--- config.mk ---
export PLATFORM = sky130hd
export DESIGN_NAME = chip8_mem_arbiter
export DESIGN_NICKNAME = d
export VERILOG_FILES = /design/src/rtl/chip8_mem_arbiter.sv
export SDC_FILE = /design/constraint.sdc
export NUM_CORES = 1
export LEC_CHECK = 0
export BUFFER_PORTS_ARGS = -buffer_cell sky130_fd_sc_hd__buf_4
export CORE_ASPECT_RATIO = 0.75
export CORE_MARGIN = 2
export CORE_UTILIZATION = 41
export CTS_CLUSTER_SIZE = 12
export DETAILED_ROUTE_END_ITERATION = 8
export PLACE_DENSITY = 0.86
export SYNTH_ARGS = -nofsm -noshare
export SYNTH_HDL_FRONTEND = slang
export SYNTH_SLANG_ARGS = --single-unit
--- constraint.sdc ---
create_clock -name clk_in -period 3 [get_ports clk_in]
set_input_delay 0.45 -clock clk_in [delete_from_list [all_inputs] [get_ports clk_in]]
set_output_delay 0.45 -clock clk_in [all_outputs]
set_load 0.05 [all_outputs]
--- src/rtl/chip8_mem_arbiter.sv ---
// chip8_mem_arbiter
// Time-slot arbiter that shares one RAM BRAM port (4096 bytes) and one VRAM
// BRAM port (256 bytes) between three requesters:
//   port 0 = CPU, port 1 = video draw/clear unit, port 2 = display scanout.
// A two-state scheduler alternates GRANT and SAMPLE every cycle while a
// round-robin pointer walks 0 -> 1 -> 2. Each port therefore owns one slot
// every 6 cycles, whether or not it uses it.
//
// Ports:
//   clk_in, rst_in            : clock, synchronous active-high reset
//   req_valid_in/we/type[2:0] : per-port request strobe, write enable, target
//                               (type 0 = RAM, 1 = VRAM)
//   req_addr_in[47:0]         : per-port 16-bit address, port i at [16i+15:16i]
//   req_data_in[23:0]         : per-port 8-bit write data, port i at [8i+7:8i]
//   ready_out[2:0]            : one-hot slot grant, high during GRANT only
//   rvalid_out[2:0]           : one-cycle read-response strobe per port
//   rdata_out[7:0]            : read data, held between responses
//   ram_*  / vram_*           : BRAM port signals (en, we, addr, data out/in)
module chip8_mem_arbiter #(
    parameter int READ_LATENCY = 2
) (
    input  logic        clk_in,
    input  logic        rst_in,
    input  logic [2:0]  req_valid_in,
    input  logic [2:0]  req_we_in,
    input  logic [2:0]  req_type_in,
    input  logic [47:0] req_addr_in,
    input  logic [23:0] req_data_in,
    output logic [2:0]  ready_out,
    output logic [2:0]  rvalid_out,
    output logic [7:0]  rdata_out,
    output logic        ram_en_out,
    output logic        ram_we_out,
    output logic [11:0] ram_addr_out,
    output logic [7:0]  ram_data_out,
    input  logic [7:0]  ram_data_in,
    output logic        vram_en_out,
    output logic        vram_we_out,
    output logic [7:0]  vram_addr_out,
    output logic [7:0]  vram_data_out,
    input  logic [7:0]  vram_data_in
);

    typedef enum logic {
        GRANT  = 1'b0,
        SAMPLE = 1'b1
    } slot_state_t;

    // One in-flight read: which port asked and which memory answers.
    typedef struct packed {
        logic       valid;
        logic [1:0] port;
        logic       vram;
    } rsp_t;

    slot_state_t             state;
    logic [1:0]              ptr;
    rsp_t [READ_LATENCY:0]   rsp_pipe;

    logic       accept;
    logic       sel_we;
    logic       sel_type;
    logic [7:0] sel_data;

    // Grant is a decode of the registered slot state. It is gated by reset so
    // the grant stays low while reset is held and appears in the very first
    // GRANT cycle once reset drops.
    assign ready_out = (state == GRANT && !rst_in) ? (3'b001 << ptr) : 3'b000;

    // NOTE: every signal written in always_comb gets a default first so no
    // path leaves it unassigned, which would otherwise infer a latch.
    always_comb begin
        accept   = 1'b0;
        sel_we   = req_we_in[ptr];
        sel_type = req_type_in[ptr];
        sel_data = req_data_in[{ptr, 3'b000} +: 8];
        if (state == SAMPLE) begin
            accept = req_valid_in[ptr];
        end
    end

    // NOTE: sequential state uses non-blocking assignments only, so every
    // register sees the pre-edge value of every other register.
    always_ff @(posedge clk_in) begin
        if (rst_in) begin
            state       <= GRANT;
            ptr         <= 2'd0;
            rvalid_out  <= 3'b000;
            rdata_out   <= 8'h00;
            ram_en_out  <= 1'b0;
            ram_we_out  <= 1'b0;
            vram_en_out <= 1'b0;
            vram_we_out <= 1'b0;
            rsp_pipe    <= '0;
        end else begin
            // Enables are one-cycle pulses: low unless a request was just accepted.
            ram_en_out  <= 1'b0;
            ram_we_out  <= 1'b0;
            vram_en_out <= 1'b0;
            vram_we_out <= 1'b0;

            case (state)
                GRANT: begin
                    state <= SAMPLE;
                end
                SAMPLE: begin
                    state <= GRANT;
                    ptr   <= (ptr == 2'd2) ? 2'd0 : ptr + 2'd1;
                    if (accept) begin
                        if (sel_type) begin
                            vram_en_out <= 1'b1;
                            vram_we_out <= sel_we;
                        end else begin
                            ram_en_out <= 1'b1;
                            ram_we_out <= sel_we;
                        end
                    end
                end
                default: state <= GRANT;
            endcase

            // Stage 0 is loaded together with the BRAM enable; stage
            // READ_LATENCY lines up with the cycle the BRAM output is valid.
            rsp_pipe[0].valid <= accept && !sel_we;
            rsp_pipe[0].port  <= ptr;
            rsp_pipe[0].vram  <= sel_type;
            for (int i = 1; i <= READ_LATENCY; i++) begin
                rsp_pipe[i] <= rsp_pipe[i-1];
            end

            if (rsp_pipe[READ_LATENCY].valid) begin
                rvalid_out <= 3'b001 << rsp_pipe[READ_LATENCY].port;
                rdata_out  <= rsp_pipe[READ_LATENCY].vram ? vram_data_in : ram_data_in;
            end else begin
                rvalid_out <= 3'b000;
            end
        end
    end

    // NOTE: address and write-data registers carry no reset; they are only
    // looked at while an enable is high, and enables are reset above.
    always_ff @(posedge clk_in) begin
        if (accept) begin
            ram_addr_out  <= req_addr_in[{ptr, 4'b0000} +: 12];
            vram_addr_out <= req_addr_in[{ptr, 4'b0000} +: 8];
            ram_data_out  <= sel_data;
            vram_data_out <= sel_data;
        end
    end

endmodule
# Yosys cells after proc, flatten, opt, wreduce, memory -nomap -nowiden
# Index checks and enable logic that the tools add are counted.
[word_totals] register_bits=58 latchBits=0 ramBits=0 mem_bits_ro=0 input_bits=99 n_memories=0
[classes] add_sub_neg=1 multipliers=0 n_div=0 order_cmp=1 eq_ne=1 n_shift=5 n_mux=13 bitwise=4 reduce_logical=8
[ops] operator="$shiftx A48 B7 Y12" count=1
[ops] operator="$shiftx A48 B7 Y8" count=1
[ops] operator="$shiftx A24 B6 Y8" count=1
[ops] operator="$mux W8" count=1
[ops] operator="$reduce_or A4 Y1" count=2
[ops] operator="$bmux W1 S2" count=3
[ops] operator="$mux W1" count=6
[ops] operator="$shl A1 B2 Y3 const A" count=2
[ops] operator="$not A1 Y1" count=4
[ops] operator="$lt A2 B3 Y1 const B" count=1
[ops] operator="$mux W3" count=1
[ops] operator="$reduce_or A3 Y1" count=1
[ops] operator="$add A2 B1 Y2 const B" count=1
[ops] operator="$eq A2 B2 Y1 const B" count=1
[ops] operator="$logic_and A1 B1 Y1" count=2
[ops] operator="$logic_not A1 Y1" count=2
[ops] operator="$mux W2" count=1
[ops] operator="$pmux W1 S2" count=1
[ops] operator="$reduce_or A2 Y1" count=1

# Longest topological paths before layout
# Gate-level depths: netlist of run 1.
[logic_depth] depth_word=5 mapped_depth=5

# Worst setup path after synthesis of run 1
# OpenSTA, ideal clock, no wires.
[synth_path] kind="input to output" from="input port rst_in" to="output port ready_out[1]" t_arrival_ps=2437 slack_ps=113 path_stages=3 path_buffers=2 path_cell_list="buf_2 > buf_1 > nor4b_1"
[synth_via] elab_chain_len=3
[synth_lines] item="start, declared" line="23" rtl="input logic rst_in,"
[synth_lines] item="$logic_not A1 Y1" line="68" rtl="assign ready_out = (state == GRANT && !rst_in) ? (3'b001 << ptr) : 3'b000;"
[synth_lines] item="$logic_and A1 B1 Y1" line="68"
[synth_lines] item="$mux W3" line="68"
[synth_lines] item="end, declared" line="29" rtl="output logic [2:0] ready_out,"
# No other way between the ends.

# Worst setup path after layout of run 1
[layout_path] from="register ptr[1]" to="output port ready_out[1]"
[layout_via] elab_chain_len=2
[layout_lines] item="start, declared" line="57" rtl="logic [1:0] ptr;"
[layout_lines] item="start signal, assigned" line="108" rtl="ptr <= (ptr == 2'd2) ? 2'd0 : ptr + 2'd1;"
[layout_lines] item="$shl A1 B2 Y3" line="68"
[layout_lines] item="$mux W3" line="68"
# No other way between the ends.

==> impl_metrics.xml, run 1 <==
<?xml version="1.0" encoding="UTF-8"?>
<metrics>
  <group name="logic_synthesis">
    <metric name="synth_top_family_by_area" unit="">simple AND/OR/NAND/NOR gates</metric>
    <metric name="synth_xor_xnor_area_share" unit="%">0</metric>
    <metric name="syn_area_per_cell" unit="um^2">10.90</metric>
    <metric name="post_synth_fa_ha_maj_area_fraction" unit="%">0</metric>
    <metric name="ys_seq_area_share" unit="%">52.98</metric>
    <metric name="netlist_instances" unit="">208</metric>
    <metric name="synth-compound-area-share" unit="%">10.10</metric>
    <metric name="synth_top_area_share" unit="%">26.49</metric>
    <metric name="syn_nets" unit="">307</metric>
    <metric name="synth_largest_area_cell" unit="">sky130_fd_sc_hd__dfxtp_1</metric>
    <metric name="synthesis.yosys.warnings" unit="">0</metric>
    <metric name="synth.area.mux_share" unit="%">13.69</metric>
    <metric name="synth-seq-cells" unit="">50</metric>
    <metric name="synthSimpleGateAreaFrac" unit="%">14.35</metric>
    <metric name="yosysUniqueCellTypes" unit="">26</metric>
    <metric name="ys_top_cells_by_area" unit="">sky130_fd_sc_hd__dfxtp_1, sky130_fd_sc_hd__edfxtp_1, sky130_fd_sc_hd__mux2i_1</metric>
    <metric name="mappedNetlistArea" unit="um^2">2267</metric>
  </group>
  <group name="hold_path">
    <metric name="worstHoldPathCells" unit="">3</metric>
    <metric name="hold_class" unit="">input port to register</metric>
  </group>
  <group name="worst_setup_path">
    <metric name="worst-setup-path-type" unit="">register to output pin</metric>
    <metric name="maximum_cell_stage_delay_along_the_critical_path" unit="ns">0.33</metric>
    <metric name="worst_ep_arrival_time" unit="ns">1.44</metric>
    <metric name="r2r.worst_path.cells" unit="">5</metric>
    <metric name="cp.depth" unit="">3</metric>
    <metric name="critPathLaunchType" unit="">register</metric>
    <metric name="cp.required" unit="ns">2.55</metric>
    <metric name="path_buf_inv" unit="">2</metric>
    <metric name="cp_common_cell" unit="">sky130_fd_sc_hd__buf_4</metric>
    <metric name="endpoint_kind" unit="">output pin</metric>
    <metric name="worst_path_dominant_cell_family" unit="">buffers and inverters</metric>
    <metric name="r2r_slack" unit="ns">1.14</metric>
    <metric name="critical_path_peak_fanout" unit="">32</metric>
    <metric name="critical_path_s_slowest_cell" unit="">sky130_fd_sc_hd__nor4b_1</metric>
    <metric name="timing.critical_path.cells" unit="">buf_4 -&gt; nor4b_1 -&gt; buf_4</metric>
  </group>
  <group name="floorplanning">
    <metric name="core_region_area" unit="um^2">5353</metric>
    <metric name="die_h" unit="um">68.40</metric>
    <metric name="fp.dieW" unit="um">89.87</metric>
    <metric name="initial_core_util" unit="%">42.36</metric>
    <metric name="design.die.area" unit="um^2">6147</metric>
    <metric name="ioPinCount" unit="">153</metric>
    <metric name="placement_rows" unit="">23</metric>
  </group>
  <group name="clocking">
    <metric name="post_cts_buffers" unit="">0</metric>
    <metric name="cts_htree_levels" unit="">2</metric>
    <metric name="tritoncts" unit="">done</metric>
    <metric name="cts.repair.resized" unit="">0</metric>
    <metric name="clock_sink_count" unit="">50</metric>
    <metric name="clkTransAtPathRegs" unit="ns">0.09</metric>
    <metric name="worst_skew_pair.late_latency" unit="ns">0.30</metric>
    <metric name="cts.root.buffer_cell" unit="">sky130_fd_sc_hd__clkbuf_8</metric>
    <metric name="cts_hold_repair.buffers" unit="">0</metric>
    <metric name="clockBufferDepth" unit="">2</metric>
    <metric name="cts_buffers" unit="">5</metric>
  </group>
  <group name="timing">
    <metric name="period_share" unit="%">63.09</metric>
    <metric name="fmaxAchievable" unit="MHz">528.4</metric>
    <metric name="timing_worst_slew_pin_value" unit="ns">0.5637</metric>
    <metric name="final-max-slew-violation-count" unit="">0</metric>
    <metric name="fin_tns_setup" unit="ns">0</metric>
    <metric name="final-hold-violation-count" unit="">0</metric>
    <metric name="clock_skew" unit="ns">0.003523</metric>
    <metric name="rsz0062_at_grt" unit="">false</metric>
    <metric name="finalSetupViolations" unit="">0</metric>
    <metric name="post-route-min-period" unit="ns">1.893</metric>
    <metric name="slew-limit-headroom" unit="%">62.37</metric>
  </group>
  <group name="cells_and_area">
    <metric name="layout_common_cells" unit="">sky130_fd_sc_hd__buf_4, sky130_fd_sc_hd__mux2i_1, sky130_fd_sc_hd__dfxtp_1</metric>
    <metric name="most_frequent_standard_cell_in_the_layout_excluding_fill_and_tap_cells" unit="">sky130_fd_sc_hd__buf_4</metric>
    <metric name="insertedDiodeCount" unit="">0</metric>
    <metric name="net_count_of_the_finished_layout" unit="">427</metric>
    <metric name="filler_cell_count" unit="">470</metric>
    <metric name="post_route_cells_drive_above_1_share" unit="%">48.63</metric>
    <metric name="fin_util" unit="%">62.69</metric>
    <metric name="syn2layout_area_growth" unit="%">48.01</metric>
  </group>
  <group name="power_and_ir_drop">
    <metric name="finalPower" unit="W">0.001557</metric>
    <metric name="power_density_over_the_cells" unit="nW/um^2">464.1</metric>
    <metric name="ir_drop_worst_vdd" unit="V">0.0002616</metric>
    <metric name="leakage_component_of_the_power" unit="nW">1.420</metric>
  </group>
  <group name="status">
    <metric name="outcome" unit="">completed</metric>
  </group>
  <group name="route">
    <metric name="number_of_antenna_violating_nets_in_the_routed_design" unit="">0</metric>
    <metric name="detailedRoute.firstPassIterationCount" unit="">4</metric>
    <metric name="dr.first_iter.drc_count" unit="">65</metric>
    <metric name="detailroute.via_count" unit="">1910</metric>
    <metric name="wl" unit="um">5559</metric>
    <metric name="via_per_inst" unit="">4.728</metric>
    <metric name="post-route-drc-count" unit="">0</metric>
    <metric name="routed_wire_length_per_instance" unit="um">13.76</metric>
  </group>
  <group name="global_routing">
    <metric name="grt_max_degree" unit="">33</metric>
    <metric name="grt_antenna_before_repair" unit="">0</metric>
    <metric name="grt_use_total" unit="%">17.42</metric>
    <metric name="first_global_vias" unit="">1741</metric>
    <metric name="gr_ovfl_total" unit="">0</metric>
    <metric name="grt_first_pass_wirelength" unit="um">8321</metric>
  </group>
  <group name="run">
    <metric name="cap_violations" unit="">0</metric>
  </group>
  <group name="placed_design">
    <metric name="hpwlAfterDp" unit="um">4198</metric>
    <metric name="io_buffer_count" unit="">140</metric>
    <metric name="place_congestion" unit="">0.7045</metric>
  </group>
</metrics>
==> Yosys cell counts <==
| cell type | number |
|---|---|
| sky130_fd_sc_hd__a211oi_1 | 8 |
| sky130_fd_sc_hd__and3b_1 | 1 |
| sky130_fd_sc_hd__a21oi_1 | 3 |
| sky130_fd_sc_hd__edfxtp_1 | 20 |
| sky130_fd_sc_hd__clkbuf_1 | 2 |
| sky130_fd_sc_hd__inv_1 | 1 |
| sky130_fd_sc_hd__o21ai_1 | 20 |
| sky130_fd_sc_hd__a2bb2oi_2 | 3 |
| sky130_fd_sc_hd__nor4_1 | 1 |
| sky130_fd_sc_hd__and4bb_1 | 1 |
| sky130_fd_sc_hd__buf_1 | 2 |
| sky130_fd_sc_hd__buf_2 | 8 |
| sky130_fd_sc_hd__mux2i_1 | 31 |
| sky130_fd_sc_hd__or2_1 | 1 |
| sky130_fd_sc_hd__or3b_1 | 1 |
| sky130_fd_sc_hd__nor4bb_1 | 2 |
| sky130_fd_sc_hd__nor4b_1 | 2 |
| sky130_fd_sc_hd__nor2_1 | 14 |
| sky130_fd_sc_hd__buf_4 | 19 |
| sky130_fd_sc_hd__nor3_2 | 2 |
| sky130_fd_sc_hd__and2_1 | 1 |
| sky130_fd_sc_hd__nor2b_1 | 12 |
| sky130_fd_sc_hd__o2bb2ai_1 | 1 |
| sky130_fd_sc_hd__nor3b_2 | 1 |
| sky130_fd_sc_hd__dfxtp_1 | 30 |
| sky130_fd_sc_hd__nand2_1 | 21 |
==> final cells by class <==
type                            instances  area, um^2  area share [%]
Tap cell                               75       93.84           2.796
Clock buffer                            7       97.59           2.908
Inverter                                1       3.754          0.1119
Multi-Input combinational cell        126       870.8           25.95
Sequential cell                        50        1202           35.83
Clock inverter                          1       6.256          0.1864
Timing Repair Buffer                  144        1081           32.21
==> registers in the layout (all words and copies together) (netlist names) <==
register / cells
vram_data_out: 8
vram_we_out: 1
vram_en_out: 1
rdata_out: 8
ptr: 2
ram_addr_out: 12
ram_en_out: 1
ram_we_out: 1
state: 1
rvalid_out: 3
rsp_pipe: 12
==> path summary, 6_finish.rpt <==
kind | from | end
worst max-delay path | ptr[1] | ready_out[1]
worst min-delay path | req_type_in[2] | rsp_pipe[0]
worst max register to register | ptr[0] | ram_addr_out[3]
worst min register to register | rsp_pipe[6] | rsp_pipe[10]
==> kinds of logic (layout without fill, tap and decap cells) <==
family,Yosys count,count (layout)
and+or+nand+nor,60,60
DFF,50,50
AOI/OAI and AO/OA,35,35
buffers and inverters,32,153
muxes,31,31
==> tightest hold or removal path, delay by kind of cell <==
family                 cells  cell delay [ns]
buffers and inverters      1             0.09
AO/OA/AOI/OAI              1             0.06
AND/OR/NAND/NOR            1             0.07
==> routing by layer <==
metal	global-route usage, %	part of all wire, %
met5	0	0
met4	5.769	0.83
met3	5.727	7.7
met2	31.63	52
met1	20.03	40
==> power by group <==
group	internal [W]	leakage (nW)	total (W)	switching, W
clock network	0.000216	0.0539	0.000431	0.000215
logic	0.000161	0.938	0.000367	0.000205
registers	0.000741	0.429	0.000760	0.0000188
total	0.00112	1.42	0.00156	0.000439
==> metrics by stage <==
step / instances / hold slack, ns / setup slack (ns) / instance area (um^2)
global placement: 396 / 0.4176 / 1.173 / 3252
detailed placement: 396 / 0.4212 / 1.131 / 3252
global route: 404 / 0.4107 / 1.014 / 3356
CTS: 404 / 0.4065 / 1.104 / 3356
floorplan: 208 / 0.4138 / 0.1128 / 2267
finish: 404 / 0.4095 / 1.107 / 3356
Note: power is estimated with default switching activity, not from simulation.
==> inputs of run 2 (changes only) <==
==> constraint.sdc (replaced) <==
create_clock -name clk_in -period 1.9 [get_ports clk_in]
set_input_delay 0.285 -clock clk_in [delete_from_list [all_inputs] [get_ports clk_in]]
set_output_delay 0.285 -clock clk_in [all_outputs]
set_load 0.05 [all_outputs]
==> impl_metrics.xml, run 2 (synthesized netlist as in run 1, its figures left out) <==
<?xml version="1.0" encoding="UTF-8"?>
<metrics>
  <group name="clocking">
    <metric name="clock_sink_count" unit="">50</metric>
    <metric name="cts.root.buffer_cell" unit="">sky130_fd_sc_hd__clkbuf_8</metric>
    <metric name="clockBufferDepth" unit="">2</metric>
    <metric name="cts_buffers" unit="">5</metric>
    <metric name="clkTransAtPathRegs" unit="ns">0.09</metric>
    <metric name="tritoncts" unit="">done</metric>
    <metric name="cts_hold_repair.buffers" unit="">0</metric>
    <metric name="worst_skew_pair.late_latency" unit="ns">0.30</metric>
    <metric name="cts_htree_levels" unit="">2</metric>
  </group>
  <group name="global_routing">
    <metric name="grt_antenna_before_repair" unit="">0</metric>
    <metric name="grt_first_pass_wirelength" unit="um">8321</metric>
    <metric name="grt_max_degree" unit="">30</metric>
    <metric name="grt_use_total" unit="%">17.30</metric>
    <metric name="first_global_vias" unit="">1788</metric>
    <metric name="gr_ovfl_total" unit="">0</metric>
  </group>
  <group name="cells_and_area">
    <metric name="filler_cell_count" unit="">449</metric>
    <metric name="fin_util" unit="%">63.60</metric>
    <metric name="syn2layout_area_growth" unit="%">50.17</metric>
    <metric name="most_frequent_standard_cell_in_the_layout_excluding_fill_and_tap_cells" unit="">sky130_fd_sc_hd__buf_4</metric>
    <metric name="post_route_cells_drive_above_1_share" unit="%">50.15</metric>
    <metric name="layout.cells.non_filler" unit="">406</metric>
    <metric name="insertedDiodeCount" unit="">0</metric>
    <metric name="largestRegisters" unit="">ram_addr_out: 12 flops, rsp_pipe: 12 flops</metric>
    <metric name="net_count_of_the_finished_layout" unit="">429</metric>
    <metric name="layout_common_cells" unit="">sky130_fd_sc_hd__buf_4, sky130_fd_sc_hd__mux2i_1, sky130_fd_sc_hd__dfxtp_1</metric>
  </group>
  <group name="floorplanning">
    <metric name="core_region_area" unit="um^2">5353</metric>
    <metric name="fp.dieW" unit="um">89.87</metric>
    <metric name="placement_rows" unit="">23</metric>
    <metric name="die_h" unit="um">68.40</metric>
    <metric name="initial_core_util" unit="%">42.36</metric>
    <metric name="design.die.area" unit="um^2">6147</metric>
    <metric name="ioPinCount" unit="">153</metric>
  </group>
  <group name="hold_path">
    <metric name="holdCritStartpoint" unit="">req_type_in[2]</metric>
    <metric name="hold_class" unit="">input port to register</metric>
  </group>
  <group name="worst_setup_path">
    <metric name="critical_path_peak_fanout" unit="">9</metric>
    <metric name="crit-reg2reg-launch" unit="">ptr[0]</metric>
    <metric name="endpoint_kind" unit="">output pin</metric>
    <metric name="maximum_cell_stage_delay_along_the_critical_path" unit="ns">0.43</metric>
    <metric name="cp_startpoint" unit="">ptr[1]</metric>
    <metric name="worst_ep_arrival_time" unit="ns">1.36</metric>
    <metric name="critPathLaunchType" unit="">register</metric>
    <metric name="worst-setup-path-type" unit="">register to output pin</metric>
    <metric name="cp.required" unit="ns">1.62</metric>
    <metric name="timing.critical_path.cells" unit="">nor2b_2 -&gt; and2_1 -&gt; buf_4</metric>
    <metric name="critical_path_s_slowest_cell" unit="">sky130_fd_sc_hd__dfxtp_2</metric>
  </group>
  <group name="timing">
    <metric name="final-max-slew-violation-count" unit="">0</metric>
    <metric name="slew-limit-headroom" unit="%">61.39</metric>
    <metric name="fmaxAchievable" unit="MHz">608.8</metric>
    <metric name="rsz0062_at_grt" unit="">false</metric>
    <metric name="timing_worst_slew_pin_value" unit="ns">0.5783</metric>
    <metric name="post-route-min-period" unit="ns">1.643</metric>
    <metric name="finalSetupViolations" unit="">0</metric>
    <metric name="period_share" unit="%">86.45</metric>
    <metric name="clock_skew" unit="ns">0.009874</metric>
    <metric name="final-hold-violation-count" unit="">0</metric>
    <metric name="setup_slack" unit="ns">0.2574</metric>
  </group>
  <group name="placed_design">
    <metric name="io_buffer_count" unit="">140</metric>
    <metric name="hpwlAfterDp" unit="um">4280</metric>
    <metric name="place_congestion" unit="">0.7340</metric>
    <metric name="numPlacedInstances" unit="">398</metric>
    <metric name="placement.setup.worst_slack" unit="ns">0.3143</metric>
  </group>
  <group name="power_and_ir_drop">
    <metric name="power_density_over_the_cells" unit="nW/um^2">743.2</metric>
    <metric name="leakage_component_of_the_power" unit="nW">1.442</metric>
    <metric name="ir_drop_worst_vdd" unit="V">0.0003764</metric>
    <metric name="finalPower" unit="W">0.002530</metric>
  </group>
  <group name="route">
    <metric name="post-route-drc-count" unit="">0</metric>
    <metric name="wl" unit="um">5405</metric>
    <metric name="via_per_inst" unit="">4.692</metric>
    <metric name="number_of_antenna_violating_nets_in_the_routed_design" unit="">0</metric>
    <metric name="detailroute.via_count" unit="">1905</metric>
    <metric name="routed_wire_length_per_instance" unit="um">13.31</metric>
    <metric name="detailedRoute.firstPassIterationCount" unit="">4</metric>
    <metric name="dr.first_iter.drc_count" unit="">83</metric>
  </group>
  <group name="status">
    <metric name="outcome" unit="">completed</metric>
  </group>
  <group name="run">
    <metric name="cap_violations" unit="">0</metric>
  </group>
</metrics>
==> run 2: cell count changes in the layout (fill, tap and decap cells not counted) <==
cell                        previous run  this run
sky130_fd_sc_hd__buf_4               144       145
sky130_fd_sc_hd__dfxtp_2               1         2
sky130_fd_sc_hd__nor4b_1               2         1
sky130_fd_sc_hd__clkbuf_16             1         0
sky130_fd_sc_hd__nor4_2                0         1
sky130_fd_sc_hd__nor4_1                1         0
sky130_fd_sc_hd__clkbuf_1              1         0
sky130_fd_sc_hd__bufinv_16             0         1
sky130_fd_sc_hd__nor4b_2               0         1
sky130_fd_sc_hd__inv_4                 1         2
sky130_fd_sc_hd__buf_12                0         1
sky130_fd_sc_hd__dfxtp_1              29        28
==> run 2: worst paths after layout <==
kind / cells after the start / to / slack [ns]
worst max-delay path: 3 / ready_out[2] / 0.26
worst min-delay path: 3 / rsp_pipe[0] / 0.25
worst max register to register: 4 / ram_addr_out[3] / 0.40
worst min register to register: 1 / rsp_pipe[5] / 0.43
==> run 2: final cells by class <==
| class | instances | area [um^2] | share of cell area [%] |
|---|---|---|---|
| Sequential cell | 50 | 1204 | 35.35 |
| Timing Repair Buffer | 146 | 1109 | 32.56 |
| Multi-Input combinational cell | 126 | 883.3 | 25.95 |
| Tap cell | 75 | 93.84 | 2.756 |
| Clock buffer | 5 | 68.82 | 2.021 |
| Clock inverter | 3 | 42.54 | 1.250 |
| Inverter | 1 | 3.754 | 0.1103 |
==> run 2: per-layer routing <==
| metal | vias to the layer above | track usage, % | routed length (um) |
|---|---|---|---|
| li1 | 956 | - | - |
| met1 | 872 | 19.67 | 2145 |
| met2 | 71 | 32.10 | 2798 |
| met3 | 6 | 5.286 | 398 |
| met4 | 0 | 5.577 | 62 |
| met5 | - | 0 | 0 |
==> run 2: repair_timing <==
item,in CTS,in global routing
buffers inserted,0,0
resized for setup,0,1
endpoints found under the setup margin,0,1
==> run 2: critical path, delay by kind of cell (launching register included) <==
kind | cells | cell delay (ns)
buffers and inverters | 1 | 0.20
AND/OR/NAND/NOR | 2 | 0.43
flip-flops | 1 | 0.43
==> run 2: per-stage QoR <==
step | area (um^2) | hold slack [ns] | setup TNS [ns]
floorplan | 2283 | 0.4138 | -0.04872
finish | 3405 | 0.2503 | 0
global route | 3405 | 0.2611 | 0
CTS | 3403 | 0.2422 | 0
global placement | 3292 | 0.4161 | 0
detailed placement | 3292 | 0.4264 | 0
==> run 2: report_power, final <==
part,total (W),internal [W],switching [W]
Sequential,0.00120,0.00117,0.0000316
Combinational,0.000587,0.000263,0.000324
Clock,0.000741,0.000394,0.000348
Total,0.00253,0.00183,0.000703
==> inputs of run 3 (changes only) <==
--- a/config.mk
+++ b/config.mk
@@ -5,13 +5,15 @@
 export SDC_FILE = /design/constraint.sdc
 export NUM_CORES = 1
 export LEC_CHECK = 0
+export ABC_AREA = 1
 export BUFFER_PORTS_ARGS = -buffer_cell sky130_fd_sc_hd__buf_4
 export CORE_ASPECT_RATIO = 0.75
 export CORE_MARGIN = 2
 export CORE_UTILIZATION = 41
 export CTS_CLUSTER_SIZE = 12
 export DETAILED_ROUTE_END_ITERATION = 8
-export PLACE_DENSITY = 0.86
+export HOLD_SLACK_MARGIN = 0.05
+export PLACE_DENSITY = 0.87
 export SYNTH_ARGS = -nofsm -noshare
 export SYNTH_HDL_FRONTEND = slang
 export SYNTH_SLANG_ARGS = --single-unit
==> impl_metrics.xml, run 3 <==
<?xml version="1.0" encoding="UTF-8"?>
<metrics>
  <group name="cells_and_area">
    <metric name="largestRegisters" unit="">ram_addr_out: 12 flops, rsp_pipe: 12 flops</metric>
    <metric name="layout_common_cells" unit="">sky130_fd_sc_hd__buf_4, sky130_fd_sc_hd__nand2_1, sky130_fd_sc_hd__dfxtp_1</metric>
    <metric name="syn2layout_area_growth" unit="%">52.58</metric>
    <metric name="post_route_cells_drive_above_1_share" unit="%">40.16</metric>
    <metric name="insertedDiodeCount" unit="">0</metric>
    <metric name="filler_cell_count" unit="">411</metric>
    <metric name="most_frequent_standard_cell_in_the_layout_excluding_fill_and_tap_cells" unit="">sky130_fd_sc_hd__buf_4</metric>
    <metric name="net_count_of_the_finished_layout" unit="">484</metric>
  </group>
  <group name="worst_setup_path">
    <metric name="endpoint_kind" unit="">output pin</metric>
    <metric name="critPathLaunchType" unit="">register</metric>
    <metric name="crit-reg2reg-launch" unit="">ptr[1]</metric>
    <metric name="rr_endpoint" unit="">ram_addr_out[1]</metric>
    <metric name="worst_ep_arrival_time" unit="ns">1.27</metric>
    <metric name="worst_setup_path_endpoint" unit="">ready_out[1]</metric>
    <metric name="critical_path_peak_fanout" unit="">6</metric>
    <metric name="r2r.worst_path.cells" unit="">6</metric>
    <metric name="cp_startpoint" unit="">ptr[0]</metric>
    <metric name="cp.required" unit="ns">1.62</metric>
    <metric name="r2r_slack" unit="ns">0.46</metric>
    <metric name="worst-setup-path-type" unit="">register to output pin</metric>
  </group>
  <group name="global_routing">
    <metric name="grt_antenna_before_repair" unit="">0</metric>
    <metric name="grt_use_total" unit="%">20.46</metric>
    <metric name="gr_ovfl_total" unit="">0</metric>
    <metric name="grt_max_degree" unit="">22</metric>
    <metric name="first_global_vias" unit="">2033</metric>
    <metric name="grt_first_pass_wirelength" unit="um">9142</metric>
  </group>
  <group name="route">
    <metric name="detailroute.via_count" unit="">2101</metric>
    <metric name="via_per_inst" unit="">4.711</metric>
    <metric name="post-route-drc-count" unit="">0</metric>
    <metric name="dr.first_iter.drc_count" unit="">77</metric>
    <metric name="number_of_antenna_violating_nets_in_the_routed_design" unit="">0</metric>
    <metric name="wl" unit="um">5735</metric>
    <metric name="routed_wire_length_per_instance" unit="um">12.86</metric>
    <metric name="detailedRoute.firstPassIterationCount" unit="">4</metric>
  </group>
  <group name="power_and_ir_drop">
    <metric name="leakage_component_of_the_power" unit="nW">1.629</metric>
    <metric name="share_clk_of_total_power" unit="%">30.4</metric>
    <metric name="p_int" unit="W">0.001876</metric>
    <metric name="ir_drop_worst_vdd" unit="V">0.0003642</metric>
    <metric name="p_sw" unit="W">0.0007334</metric>
    <metric name="sw_frac_of_total" unit="%">28.11</metric>
    <metric name="power_density_over_the_cells" unit="nW/um^2">800.1</metric>
    <metric name="power.combinational.fraction" unit="%">23.5</metric>
    <metric name="sequentialPowerShare" unit="%">46.1</metric>
    <metric name="finalPower" unit="W">0.002609</metric>
  </group>
  <group name="floorplanning">
    <metric name="core_region_area" unit="um^2">4955</metric>
    <metric name="initial_core_util" unit="%">43.13</metric>
    <metric name="design.die.area" unit="um^2">5812</metric>
    <metric name="die_h" unit="um">66.53</metric>
    <metric name="placement_rows" unit="">22</metric>
    <metric name="ioPinCount" unit="">153</metric>
    <metric name="fp.dieW" unit="um">87.37</metric>
  </group>
  <group name="logic_synthesis">
    <metric name="yosysUniqueCellTypes" unit="">19</metric>
    <metric name="async_flop_share" unit="%">0</metric>
    <metric name="ys_seq_area_share" unit="%">56.21</metric>
    <metric name="ys_top_cells_by_area" unit="">sky130_fd_sc_hd__dfxtp_1, sky130_fd_sc_hd__edfxtp_1, sky130_fd_sc_hd__nand2_1</metric>
    <metric name="syn_nets" unit="">359</metric>
    <metric name="synth_top_area_share" unit="%">28.10</metric>
    <metric name="mappedNetlistArea" unit="um^2">2137</metric>
    <metric name="netlist_top_cells_count" unit="">sky130_fd_sc_hd__nand2_1, sky130_fd_sc_hd__dfxtp_1, sky130_fd_sc_hd__nand3_1, sky130_fd_sc_hd__nor2_1, sky130_fd_sc_hd__inv_1</metric>
    <metric name="yosys.cell_count.top_type" unit="">sky130_fd_sc_hd__nand2_1</metric>
    <metric name="synthFlopType" unit="">sky130_fd_sc_hd__dfxtp_1</metric>
    <metric name="netlist_instances" unit="">260</metric>
    <metric name="synth-seq-cells" unit="">50</metric>
    <metric name="synthesis.yosys.warnings" unit="">0</metric>
    <metric name="synth_largest_area_cell" unit="">sky130_fd_sc_hd__dfxtp_1</metric>
    <metric name="syn_area_per_cell" unit="um^2">8.219</metric>
    <metric name="synth-edff-count" unit="">20</metric>
  </group>
  <group name="timing">
    <metric name="fin_tns_setup" unit="ns">0</metric>
    <metric name="clock_skew" unit="ns">0.006631</metric>
    <metric name="final-hold-violation-count" unit="">0</metric>
    <metric name="final-max-slew-violation-count" unit="">0</metric>
    <metric name="fmaxAchievable" unit="MHz">641.3</metric>
    <metric name="timing_worst_slew_pin_value" unit="ns">0.3051</metric>
    <metric name="rsz0062_at_grt" unit="">false</metric>
    <metric name="finalSetupViolations" unit="">0</metric>
    <metric name="slew-limit-headroom" unit="%">79.63</metric>
    <metric name="post-route-min-period" unit="ns">1.559</metric>
    <metric name="period_share" unit="%">82.07</metric>
  </group>
  <group name="clocking">
    <metric name="tritoncts" unit="">done</metric>
    <metric name="cts.root.buffer_cell" unit="">sky130_fd_sc_hd__clkbuf_8</metric>
    <metric name="clkTransAtPathRegs" unit="ns">0.09</metric>
    <metric name="clockBufferDepth" unit="">2</metric>
    <metric name="cts_hold_repair.buffers" unit="">0</metric>
    <metric name="cts.repair.resized" unit="">0</metric>
    <metric name="cts_buffers" unit="">5</metric>
    <metric name="worst_skew_pair.late_latency" unit="ns">0.30</metric>
    <metric name="clock_sink_count" unit="">50</metric>
    <metric name="cts_htree_levels" unit="">2</metric>
    <metric name="post_cts_buffers" unit="">0</metric>
  </group>
  <group name="hold_path">
    <metric name="hold_class" unit="">input port to register</metric>
  </group>
  <group name="placed_design">
    <metric name="io_buffer_count" unit="">140</metric>
    <metric name="place_congestion" unit="">0.8014</metric>
    <metric name="hpwlAfterDp" unit="um">4537</metric>
  </group>
  <group name="status">
    <metric name="outcome" unit="">completed</metric>
  </group>
  <group name="run">
    <metric name="cap_violations" unit="">0</metric>
  </group>
</metrics>
-- run 3: changes by cell type in the layout (fill, tap and decap cells not counted), moves of 3 or more --
cell,before,now
sky130_fd_sc_hd__inv_1,1,21
sky130_fd_sc_hd__nand2_1,21,79
sky130_fd_sc_hd__a21oi_1,2,16
sky130_fd_sc_hd__o21ai_0,0,8
sky130_fd_sc_hd__nand3_1,0,29
sky130_fd_sc_hd__nor2b_1,11,1
sky130_fd_sc_hd__mux2i_1,31,0
sky130_fd_sc_hd__nor2_1,14,22
sky130_fd_sc_hd__a2bb2oi_2,3,0
sky130_fd_sc_hd__a211oi_1,8,0
sky130_fd_sc_hd__o21ai_1,20,0
-- run 3: metal layers --
metal  GRT usage, %  share of wire (%)  wire length, um  vias up
li1               -                  -                -     1063
met1          23.93                 40             2313      944
met2          35.51                 51             2911       76
met3          4.709                5.6              324       18
met4          9.615                3.2              186        0
met5              0                  0                0        -
-- run 3: how the worst min path moves through the flow --
stage	start	endpoint	slack (ns)	cells past startpoint
3_3_place_gp	rsp_pipe[2]	rsp_pipe[6]	0.39	2
3_5_place_dp	rsp_pipe[5]	rsp_pipe[9]	0.39	2
6_report	rst_in	rsp_pipe[9]	0.24	2
4_1_cts	rst_in	rsp_pipe[5]	0.24	2
5_1_grt	ram_data_in[0]	rdata_out[0]	0.23	3
2_1_floorplan	rst_in	rvalid_out[2]	0.36	1
-- run 3: cell type report --
| class | instances | area [um^2] | share of cell area (%) |
|---|---|---|---|
| inverters | 24 | 90.09 | 2.763 |
| clock buffers | 8 | 132.6 | 4.068 |
| well taps | 60 | 75.07 | 2.302 |
| multi-input cells | 160 | 680.7 | 20.87 |
| repair buffers | 144 | 1081 | 33.15 |
| flip-flops and latches | 50 | 1201 | 36.84 |
-- run 3: power groups by stage --
stage          sequential [W]  clock [W]  combinational (W)
4_1_cts               0.00120   0.000800           0.000616
2_1_floorplan         0.00133          0           0.000271
3_5_place_dp          0.00123          0           0.000614
5_1_grt               0.00121   0.000856           0.000661
3_3_place_gp          0.00123          0           0.000604
6_report              0.00120   0.000792           0.000614
-- run 3: cells by family (layout without fill, tap and decap cells) --
logic type | after synthesis | count (layout) | share of synthesized area [%]
compound gates | 26 | 26 | 6.206
buf+inv | 50 | 176 | 11.94
flops | 50 | 50 | 56.21
simple gates | 134 | 134 | 25.64
-- run 3: critical path, cell delays in order, from the launching register on --
cell and delay (ns):
sky130_fd_sc_hd__dfxtp_1 0.43, sky130_fd_sc_hd__inv_2 0.10, sky130_fd_sc_hd__nor2_2 0.10, sky130_fd_sc_hd__inv_1 0.06
sky130_fd_sc_hd__nor2_1 0.09, sky130_fd_sc_hd__buf_4 0.21
-- run 3: per-stage QoR --
step	instances	hold WS, ns	cell area (um^2)	setup slack (ns)	util, %
floorplan	260	0.3614	2137	0.04628	-
global placement	438	0.3915	3128	0.5092	63.13
detailed placement	438	0.3920	3128	0.4397	63.13
CTS	446	0.2363	3261	0.3321	65.81
global route	446	0.2342	3261	0.2271	65.81
finish	446	0.2444	3261	0.3407	65.81
